==> src/rtl/line_window_ctrl_if.sv <==
// Pixel-stream control and line-buffer addressing bundle
// for the sliding-window line sequencer.
interface line_window_ctrl_if;
   logic        i_frame_start;
   logic        i_pix_valid;
   logic        i_bypass;
   logic        o_wr_en;
   logic [2:0]  o_wr_bank;
   logic [2:0]  o_top_bank;
   logic [10:0] o_addr;
   logic        o_win_valid;
   logic [10:0] o_ctr_x;
   logic [9:0]  o_ctr_y;
   logic        o_bypass;
   logic        o_frame_done;

   modport master (
      output i_frame_start, i_pix_valid, i_bypass,
      input  o_wr_en, o_wr_bank, o_top_bank, o_addr,
      input  o_win_valid, o_ctr_x, o_ctr_y,
      input  o_bypass, o_frame_done
   );

   modport slave (
      input  i_frame_start, i_pix_valid, i_bypass,
      output o_wr_en, o_wr_bank, o_top_bank, o_addr,
      output o_win_valid, o_ctr_x, o_ctr_y,
      output o_bypass, o_frame_done
   );
endinterface

==> src/rtl/line_window_ctrl.sv <==
// Line-buffer sequencer: cursor tracking, bank rotation
// and window-complete flag with centre coordinates.
module line_window_ctrl #(
   parameter int H_LIMIT      = 800,
   parameter int V_LIMIT      = 525,
   parameter int BUFFER_WIDTH = 5
) (
   input logic              i_clk,
   input logic              i_rst_n,
   line_window_ctrl_if.slave bus
);

   localparam logic [10:0] HL1  = 11'(H_LIMIT - 1);
   localparam logic [9:0]  VL1  = 10'(V_LIMIT - 1);
   localparam logic [2:0]  BWB  = 3'(BUFFER_WIDTH - 1);
   localparam logic [10:0] BWX  = 11'(BUFFER_WIDTH - 1);
   localparam logic [9:0]  BWY  = 10'(BUFFER_WIDTH - 1);
   localparam logic [10:0] HX   = 11'(BUFFER_WIDTH / 2);
   localparam logic [9:0]  HY   = 10'(BUFFER_WIDTH / 2);

   typedef enum logic [1:0] {
      S_IDLE, S_FILL, S_RUN, S_DONE
   } state_t;

   state_t      state_q;
   logic [10:0] col_q, col_d;
   logic [9:0]  row_q, row_d;
   logic [2:0]  bank_q, bank_d;
   logic        eol, last, win_hit;

   logic        wr_en_q, win_q, done_q, byp_q;
   logic [2:0]  wr_bank_q;
   logic [10:0] addr_q, ctr_x_q;
   logic [9:0]  ctr_y_q;

   // Next cursor position after accepting one pixel
   always_comb begin
      col_d   = col_q + 11'd1;
      row_d   = row_q;
      bank_d  = bank_q;
      eol     = (col_q == HL1);
      last    = eol && (row_q == VL1);
      win_hit = (row_q >= BWY) && (col_q >= BWX);
      if (eol) begin
         col_d  = '0;
         row_d  = row_q + 10'd1;
         bank_d = (bank_q == BWB) ? '0 : bank_q + 3'd1;
      end
   end

   // Frame FSM, cursors and registered outputs
   always_ff @(posedge i_clk or negedge i_rst_n) begin
      if (!i_rst_n) begin
         state_q   <= S_IDLE;
         col_q     <= '0;
         row_q     <= '0;
         bank_q    <= '0;
         wr_en_q   <= 1'b0;
         win_q     <= 1'b0;
         done_q    <= 1'b0;
         byp_q     <= 1'b0;
         wr_bank_q <= '0;
         addr_q    <= '0;
         ctr_x_q   <= '0;
         ctr_y_q   <= '0;
      end else begin
         wr_en_q <= 1'b0;
         win_q   <= 1'b0;
         done_q  <= 1'b0;
         if (bus.i_frame_start) begin
            state_q <= S_FILL;
            byp_q   <= bus.i_bypass;
            col_q   <= '0;
            row_q   <= '0;
            bank_q  <= '0;
            if (bus.i_pix_valid) begin
               wr_en_q   <= 1'b1;
               addr_q    <= '0;
               wr_bank_q <= '0;
               col_q     <= 11'd1;
               if (bus.i_bypass) begin
                  win_q   <= 1'b1;
                  ctr_x_q <= '0;
                  ctr_y_q <= '0;
               end
            end
         end else begin
            unique case (state_q)
               S_IDLE: state_q <= S_IDLE;
               S_FILL, S_RUN: begin
                  if (bus.i_pix_valid) begin
                     wr_en_q   <= 1'b1;
                     addr_q    <= col_q;
                     wr_bank_q <= bank_q;
                     if (byp_q) begin
                        win_q   <= 1'b1;
                        ctr_x_q <= col_q;
                        ctr_y_q <= row_q;
                     end else if (win_hit) begin
                        win_q   <= 1'b1;
                        ctr_x_q <= col_q - HX;
                        ctr_y_q <= row_q - HY;
                     end
                     col_q  <= col_d;
                     row_q  <= row_d;
                     bank_q <= bank_d;
                     if (last)
                        state_q <= S_DONE;
                     else if (eol && state_q == S_FILL
                              && row_d == BWY)
                        state_q <= S_RUN;
                  end
               end
               S_DONE: begin
                  done_q  <= 1'b1;
                  state_q <= S_IDLE;
               end
            endcase
         end
      end
   end

   assign bus.o_wr_en      = wr_en_q;
   assign bus.o_wr_bank    = wr_bank_q;
   assign bus.o_top_bank   = (wr_bank_q == BWB) ? '0
                                                : wr_bank_q + 3'd1;
   assign bus.o_addr       = addr_q;
   assign bus.o_win_valid  = win_q;
   assign bus.o_ctr_x      = ctr_x_q;
   assign bus.o_ctr_y      = ctr_y_q;
   assign bus.o_bypass     = byp_q;
   assign bus.o_frame_done = done_q;

endmodule

==> src/flat_wrapper.sv <==
// flat-port wrapper written by rule: the top's interface ports become plain ports
module line_window_ctrl_flat 
#(
   parameter int H_LIMIT      = 800,
   parameter int V_LIMIT      = 525,
   parameter int BUFFER_WIDTH = 5
)
  (i_clk, i_rst_n, bus_i_frame_start, bus_i_pix_valid, bus_i_bypass, bus_o_wr_en, bus_o_wr_bank, bus_o_top_bank, bus_o_addr, bus_o_win_valid, bus_o_ctr_x, bus_o_ctr_y, bus_o_bypass, bus_o_frame_done);
  line_window_ctrl_if bus_i ();
  input logic i_clk;
  input logic i_rst_n;
  input wire logic [$bits(bus_i.i_frame_start)-1:0] bus_i_frame_start;
  input wire logic [$bits(bus_i.i_pix_valid)-1:0] bus_i_pix_valid;
  input wire logic [$bits(bus_i.i_bypass)-1:0] bus_i_bypass;
  output wire logic [$bits(bus_i.o_wr_en)-1:0] bus_o_wr_en;
  output wire logic [$bits(bus_i.o_wr_bank)-1:0] bus_o_wr_bank;
  output wire logic [$bits(bus_i.o_top_bank)-1:0] bus_o_top_bank;
  output wire logic [$bits(bus_i.o_addr)-1:0] bus_o_addr;
  output wire logic [$bits(bus_i.o_win_valid)-1:0] bus_o_win_valid;
  output wire logic [$bits(bus_i.o_ctr_x)-1:0] bus_o_ctr_x;
  output wire logic [$bits(bus_i.o_ctr_y)-1:0] bus_o_ctr_y;
  output wire logic [$bits(bus_i.o_bypass)-1:0] bus_o_bypass;
  output wire logic [$bits(bus_i.o_frame_done)-1:0] bus_o_frame_done;
  assign bus_i.i_frame_start = bus_i_frame_start;
  assign bus_i.i_pix_valid = bus_i_pix_valid;
  assign bus_i.i_bypass = bus_i_bypass;
  assign bus_o_wr_en = bus_i.o_wr_en;
  assign bus_o_wr_bank = bus_i.o_wr_bank;
  assign bus_o_top_bank = bus_i.o_top_bank;
  assign bus_o_addr = bus_i.o_addr;
  assign bus_o_win_valid = bus_i.o_win_valid;
  assign bus_o_ctr_x = bus_i.o_ctr_x;
  assign bus_o_ctr_y = bus_i.o_ctr_y;
  assign bus_o_bypass = bus_i.o_bypass;
  assign bus_o_frame_done = bus_i.o_frame_done;
  line_window_ctrl #(.H_LIMIT(H_LIMIT), .V_LIMIT(V_LIMIT), .BUFFER_WIDTH(BUFFER_WIDTH)) u_core (.i_clk(i_clk), .i_rst_n(i_rst_n), .bus(bus_i));
endmodule
==> config.mk <==
export PLATFORM = sky130hd
export DESIGN_NAME = line_window_ctrl_flat
export DESIGN_NICKNAME = d
export VERILOG_FILES = /design/src/rtl/line_window_ctrl_if.sv /design/src/rtl/line_window_ctrl.sv /design/src/flat_wrapper.sv
export SDC_FILE = /design/constraint.sdc
export NUM_CORES = 1
export LEC_CHECK = 0
export ABC_AREA = 0
export BUFFER_PORTS_ARGS = -buffer_cell sky130_fd_sc_hd__buf_2
export CAP_MARGIN = 10
export CORE_UTILIZATION = 40
export DETAILED_ROUTE_END_ITERATION = 8
export REMOVE_ABC_BUFFERS = 1
export SLEW_MARGIN = 20
export SYNTH_ARGS = -nofsm -noshare
export SYNTH_HDL_FRONTEND = slang
export SYNTH_SLANG_ARGS = --single-unit
export TNS_END_PERCENT = 30
==> constraint.sdc <==
create_clock -name i_clk -period 2.1 [get_ports i_clk]
set_input_delay 0.42 -clock i_clk [delete_from_list [all_inputs] [get_ports i_clk]]
set_output_delay 0.42 -clock i_clk [all_outputs]
set_load 0.01 [all_outputs]
==> results of run 1 <==
[Yosys cell counts, drive strengths merged]
cell type and count:
buf 12, or2 1, and2 2, a21o 2, nor2 31, or3b 2
o31a 2, nor2b 4, o21ai 10, nand2b 3, nand4bb 1, o211ai 3
a2bb2oi 1, a21boi 2, mux2i 21, clkbuf 22, o2111ai 1, nand4b 1
nor3b 1, dfrtp 65, nor3 12, nand2 44, and3 4, a21oi 15
o22ai 14, a211o 1, ha 14, a311oi 1, nor4 6, o21a 1
xor2 12, and4 3, or4 1, nand3 4, a22oi 14, nand4 7
a221oi 1, xnor2 20, nor4b 2, inv 27, or3 5
[cell usage in the layout (no fill, tap or decap), drive strengths merged, types with 2 or more instances in the layout]
cell type  count
buf           88
dfrtp         65
nand2         44
nor2          31
inv           27
mux2i         21
xnor2         20
a21oi         15
o22ai         14
ha            14
a22oi         14
xor2          12
nor3          12
clkbuf        11
o21ai         10
nand4          7
nor4           6
or3            5
nand3          4
nor2b          4
and3           4
and4           3
nand2b         3
bufinv         3
o211ai         3
a21o           2
a21boi         2
and2           2
or3b           2
o31a           2
nor4b          2
clkinv         2
[area by class of cell]
class                   instances  area share, %
clock buffers                  11           2.92
clock inverters                 5           2.30
inverters                      27           2.25
multi-input cells             269           40.7
flip-flops and latches         65           36.1
well taps                     108           3.00
repair buffers                 88           12.7
[layer usage]
layer | track usage (%) | vias up | wire (um) | share of wire (%)
li1 | - | 1476 | - | -
met1 | 28.2 | 1430 | 4400 | 51
met2 | 27.6 | 79 | 3740 | 43
met3 | 3.97 | 8 | 376 | 4.4
met4 | 7.00 | 0 | 119 | 1.4
met5 | 0 | - | 0 | 0
[worst max path at each step]
stage,start,endpoint,slack (ns),depth (start not counted)
after floorplan,u_core.state_q[0],u_core.bank_q[2],-0.81,6
after global placement,u_core.row_q[1],u_core.state_q[0],0.14,6
after detailed placement,u_core.state_q[0],u_core.row_q[3],0.1,7
after CTS,u_core.state_q[0],u_core.row_q[3],0.07,7
after global routing,u_core.state_q[0],u_core.row_q[3],-0.04,7
final,u_core.state_q[0],u_core.row_q[3],0.08,7
[sequential cells by signal (all words and copies together) (netlist names), 2 cells and up]
name,count
u_core.col_q,11
u_core.bank_q,3
u_core.bus.o_ctr_y,10
u_core.bus.o_ctr_x,11
u_core.bus.o_addr,11
u_core.state_q,2
u_core.row_q,10
u_core.bus.o_wr_bank,3
[kinds of logic (layout without fill, tap and decap cells)]
group | after synthesis | in the layout
simple gates | 134 | 134
buf+inv | 61 | 131
xor+xnor | 32 | 32
flops | 65 | 65
mux | 21 | 21
fa+ha+maj | 14 | 14
compound gates | 68 | 68
[timing repair]
| item | CTS | global route |
|---|---|---|
| buffers inserted | 0 | 7 |
| gates resized for setup | 0 | 3 |
| setup endpoints to repair | 0 | 7 |
[report_power, final]
part	internal [uW]	switching [uW]	total [uW]
combinational	182	241	424
sequential	1340	45.2	1380
clock	790	517	1310
total	2310	803	3110
[through the flow]
stage | power, uW | area (sq um) | setup WS (ns)
floorplan | 1630 | 3560 | -0.807
global placement | 1830 | 4200 | 0.140
detailed placement | 1840 | 4200 | 0.0979
CTS | 3140 | 4440 | 0.0710
global route | 3260 | 4510 | -0.0445
finish | 3110 | 4510 | 0.0827
==> impl_results.md, run 1 <==
- Status: finished clean
- P per Cell Area: slightly below 700 mW/mm^2
- Seq. cell area: around 0.0016 sq mm
- Final #Nets: around 480
- Crit end category: register
- Clk_lat worst skew: between 0.3 and 0.4 ns
- WHS: between 0.06 and 0.07 ns
- Post-DP HPWL: roughly 5900 um
- N_diodes: 0
- Bufs and invs on worst path: 1
- Starting DRC count in detailed routing: roughly 230
- Mapped Cells: 395
- Post-Synth Adder-Cell Area: 4.71%
- Pre-Repair DR Iteration Count: 6
- # rows: 34
- Mapped Area: between 0.003 and 0.004 sq mm
- Reg-to-reg endpoint: u_core.row_q[3]
- Cell chain of the critical path: ha_1 > nor2b_1 > and2_1 > nand4_1 > buf_6 > or3_1 > a21oi_1
- Yosys top cell by area: dfrtp_1
- Max clock buf depth: 2
- Multi-input gate area: between 0.0015 and 0.002 sq mm
- Xor/xnor share of the synthesized area: between 7 and 8%
- DR WL/cell: around 15 um
- Critical path's largest stage delay: around 0.4 ns
- Largest net degree at the start of global routing: 66
- Largest fanout on the critical path: 6
- Clock transition at the registers of the reported paths: around 0.080 ns
- Hold violation count in the final report: 0
- Max Cap Viol: 0
- Vias in the first global route: 2883
- DRT Wirelength: ~8600 um
- Crit path kind: register to register
- CP Data Required Time: roughly 2.4 ns
- Reg-to-reg startpoint: u_core.state_q[0]
- Final Cycle Share: between 90% and 100%
- Total number of vias: approximately 3000
- #FFs+latches synth: 65
- Yosys warnings: 0
- Clock sinks: 65
- Initial antenna violation count: 0
- Share of post-route cells with drive strength above 1: around 24%
- Yosys top cell area share: a little over two fifths
- Register area share after synthesis: 43.7%
- CP top delay family: simple AND/OR/NAND/NOR gates
- DRC Markers: 0
- Die Width: a little under 100 um
- Type of origin of the critical path: register
- Synth Area in Simple Gates: about a fifth
- Fin Setup TNS: 0 ns
- Area Growth Syn to Fin: 21.1%
- Cell count after placement: roughly 550
- Max Clock Skew: between 0.01 and 0.015 ns
- R2R cell count: 7
- CP max stage cell: dfrtp_1
- Worst Path Arrival: ~2.3 ns
- Worst IR drop on VDD: around 0.00035 V
- Num ports: 47
- Mapped Avg Cell Area: approximately 9.4 sq um
- Grt ovf: 0
- First-pass GRT wire length: between 10000 and 15000 um
- Synth Area in Compound Gates: 12.3%
- Initial Util: a little over two fifths
- Synth area leaders: dfrtp_1, mux2i_1, ha_1
- Final Instance Count excl. Fillers: roughly 570
- TritonCTS clock tree: yes
- TritonCTS buffer count: 9
- ANT nets after route: 0
- H-tree levels: 3
- Global Route Usage Sum: roughly a fifth
- Final min period: 2.02 ns
- Slew Limit Fails: 0
- Max Freq: approximately 500 MHz
- Fillers: approximately 840
- LEAKAGE: approximately 0.0022 uW
- Core area: a little under 0.009 sq mm
- Reg2reg setup slack: approximately 0.083 ns
- Worst Hold Class: input pin to asynchronous set/reset pin
- Main combinational cell family by area after synthesis: simple AND/OR/NAND/NOR gates
- Fin util: 50.9%
- Cts hold-fix bufs: 0
- Number of setup violations in the final report: 0
- Mux contribution to synthesized area: under 10%
- Average vias per placed instance: 5.22
- # port buffers: 46
- Worst-Margin Slew: about 0.53 ns
- Max-Slew Margin vs Limit: 64.2%
- Die boundary height: 98.4 um
- GPL Wtd Cong: approximately 0.89
- Netlist cell types: 50
- Die Footprint: between 0.009 and 0.01 sq mm
- Root Buffer: clkbuf_8
Power figures use the tool's default switching activity.
==> inputs of run 2 (changes only) <==
Settings changed: CORE_MARGIN set to 2.
==> run 2 against run 1 <==
Against the previous run: clock power fell by 33%; sequential share of layout area up 1.1 points; die area is 4.1% higher; non-clock buffer count is 7 lower; final cell count shrank 1.0%; largest cell class unchanged.
==> impl_results.md, run 2 (same netlist as run 1, synthesis figures left out) <==
- Most frequent cell on the critical path: buf_4
- Critical path's largest stage delay: 0.42 ns (was 0.40 ns)
- Worst IR drop on VDD: 0.000240 V (was 0.000352 V)
- Reg-to-reg endpoint: u_core.row_q[8] (was u_core.row_q[3])
- Worst Hold Class: input pin to asynchronous set/reset pin (unchanged)
- Fin util: 48.0% (was 50.9%)
- LEAKAGE: 0.00217 uW (was 0.00223 uW)
- Most frequent cells in the layout: dfrtp_1, buf_2, nand2_1, buf_4, nor2_1 (unchanged)
- Clock sinks: 65 (unchanged)
- Crit end category: register (unchanged)
- Final Instance Count excl. Fillers: 567 (was 573)
- Final #Nets: 472 (was 479)
- Starting DRC count in detailed routing: 177 (was 232)
- Most common cell after layout, fill and taps aside: dfrtp_1 (unchanged)
- Worst Path Arrival: 2.21 ns (was 2.30 ns)
- First-pass GRT wire length: 14500 um (was 14600 um)
- Die Width: 100 um (was 98.4 um)
- Postcts setup bufs: 0 (unchanged)
- # rows: 35 (was 34)
- Cell chain of the critical path: ha_1 > buf_4 > nand2b_1 > buf_4 > nor4_1 > xnor2_1 > nor2_1 (was ha_1 > nor2b_1 > and2_1 > nand4_1 > buf_6 > or3_1 > a21oi_1)
- Slew Limit Fails: 0 (unchanged)
- Die boundary height: 100 um (was 98.4 um)
- Final Cycle Share: 94.8% (was 96.1%)
- Initial antenna violation count: 0 (unchanged)
- RSZ-0062 raised after global routing: no
- Total number of vias: 2972 (was 2993)
- Clock transition at the registers of the reported paths: 0.08 ns (about the same)
- N_diodes: 0 (unchanged)
- Hold violation count in the final report: 0 (unchanged)
- Cts hold-fix bufs: 0 (unchanged)
- Stages on the worst setup path: 7 (unchanged)
- Vias in the first global route: 2939 (was 2883)
- CP max stage cell: dfrtp_1 (unchanged)
- Area Growth Syn to Fin: 17.5% (was 21.1%)
- Crit path kind: register to register (unchanged)
- Reg-to-reg startpoint: u_core.state_q[0] (unchanged)
- DRC Markers: 0 (unchanged)
- P per Cell Area: 613 mW/mm^2 (was 691 mW/mm^2)
- Type of origin of the critical path: register (unchanged)
- GPL Wtd Cong: 0.861 (was 0.893)
- Final min period: 1.99 ns (was 2.02 ns)
- DRT Wirelength: 8510 um (was 8630 um)
- Max Cap Viol: 0 (unchanged)
- PnR worst setup slack: 0.109 ns (was 0.0827 ns)
- CP Data Required Time: 2.32 ns (was 2.38 ns)
- Max-Slew Margin vs Limit: 60.9% (was 64.2%)
- Status: finished clean (unchanged)
- Grt ovf: 0 (unchanged)
- R2R cell count: 7 (unchanged)
- Share of post-route cells with drive strength above 1: 22.8% (was 24.3%)
- TritonCTS buffer count: 9 (unchanged)
- Number of setup violations in the final report: 0 (unchanged)
- Global Route Usage Sum: 18.2% (was 19.1%)
- Worst-Margin Slew: 0.580 ns (was 0.533 ns)
- Pwr Total: 2680 uW (was 3110 uW)
- Cell area after layout: 0.00437 sq mm (was 0.00451 sq mm)
- ANT nets after route: 0 (unchanged)
- H-tree levels: 3 (unchanged)
- TritonCTS clock tree: yes (unchanged)
- Root Buffer: clkbuf_8 (unchanged)
- Largest net degree at the start of global routing: 66 (unchanged)
- DR WL/cell: 15.0 um (was 15.1 um)
- Max clock buf depth: 2 (unchanged)
- CP top delay family: simple AND/OR/NAND/NOR gates (unchanged)
- Cts repair resizes: 0 (unchanged)
- Pre-CTS setup slack: 0.0564 ns (was 0.0979 ns)
- Pre-Repair DR Iteration Count: 4 (was 6)
- Core area: 0.00911 sq mm (was 0.00885 sq mm)
- Die Footprint: 0.0101 sq mm (was 0.00969 sq mm)
- Initial Util: 40.8% (was 42.0%)
- Max Freq: 502 MHz (was 496 MHz)
- # port buffers: 46 (unchanged)
- Max Clock Skew: 0.0124 ns (was 0.0102 ns)
- Clk_lat worst skew: 0.34 ns (was 0.35 ns)
- Average vias per placed instance: 5.24 (was 5.22)
- Reg2reg setup slack: 0.11 ns (was 0.08 ns)
- Bufs and invs on worst path: 2 (was 1)
- Cell count after placement: 553 (was 549)
- Num ports: 47 (unchanged)
- Placed cell area: 0.00421 sq mm (was 0.00420 sq mm)
- Largest fanout on the critical path: 20 (was 6)
- Post-DP HPWL: 5970 um (was 5910 um)
## run 2: cell types whose count changed in the layout (fill, tap and decap cells not counted)
cell | before | now
clkbuf_1 | 2 | 1
dfrtp_1 | 64 | 65
a311oi_1 | 0 | 1
bufinv_16 | 3 | 0
a311oi_2 | 1 | 0
clkinv_4 | 1 | 0
dfrtp_2 | 1 | 0
buf_2 | 47 | 46
clkinv_2 | 1 | 3
clkinvlp_4 | 0 | 1
a21oi_1 | 15 | 14
a21oi_2 | 0 | 1
buf_4 | 38 | 32
## run 2: stage by stage
| step | hold WS, ns | setup TNS (ns) |
|---|---|---|
| floorplan | 0.124 | -8.97 |
| global placement | 0.464 | 0 |
| detailed placement | 0.467 | 0 |
| CTS | 0.0921 | 0 |
| global route | 0.100 | 0 |
| finish | 0.0799 | 0 |
## run 2: worst reg2reg max path: cells and delay by family, from the launching register on
| kind | cells | cell delay (ns) |
|---|---|---|
| DFF | 1 | 0.42 |
| and+or+nand+nor | 3 | 0.60 |
| xor gates and xnor gates | 1 | 0.16 |
| adders and majority gates | 1 | 0.32 |
| buffers and inverters | 2 | 0.38 |
## run 2: metal layers
metal  GRT usage (%)  routed length [um]  vias to the layer above
met5               0                   0                        -
met4            6.43                 133                        0
met3            4.18                 422                       13
met2            26.9                3670                       65
met1            26.1                4280                     1426
li1                -                   -                     1468
## run 2: worst max-delay path by stage
stage                      start          endpoint  slack [ns]
4_1_cts        u_core.state_q[0]   u_core.row_q[9]        0.03
2_1_floorplan  u_core.state_q[0]  u_core.bank_q[2]       -0.81
3_5_place_dp   u_core.state_q[0]   u_core.row_q[9]        0.06
5_1_grt        u_core.state_q[1]   u_core.row_q[5]       0.002
6_report       u_core.state_q[0]   u_core.row_q[8]        0.11
3_3_place_gp   u_core.state_q[0]   u_core.row_q[9]        0.12
## run 2: power breakdown
group	total (uW)	switching (uW)	internal, uW
logic	420	240	180
clock network	876	467	409
registers	1380	46.2	1340
total	2680	753	1930
## run 2: cell type report
class	instances	area [sq um]
Multi-Input combinational cell	269	1830
Sequential cell	65	1630
Clock inverter	4	22.5
Fill cell	880	4740
Tap cell	111	139
Clock buffer	10	128
Inverter	27	101
Timing Repair Buffer	81	522
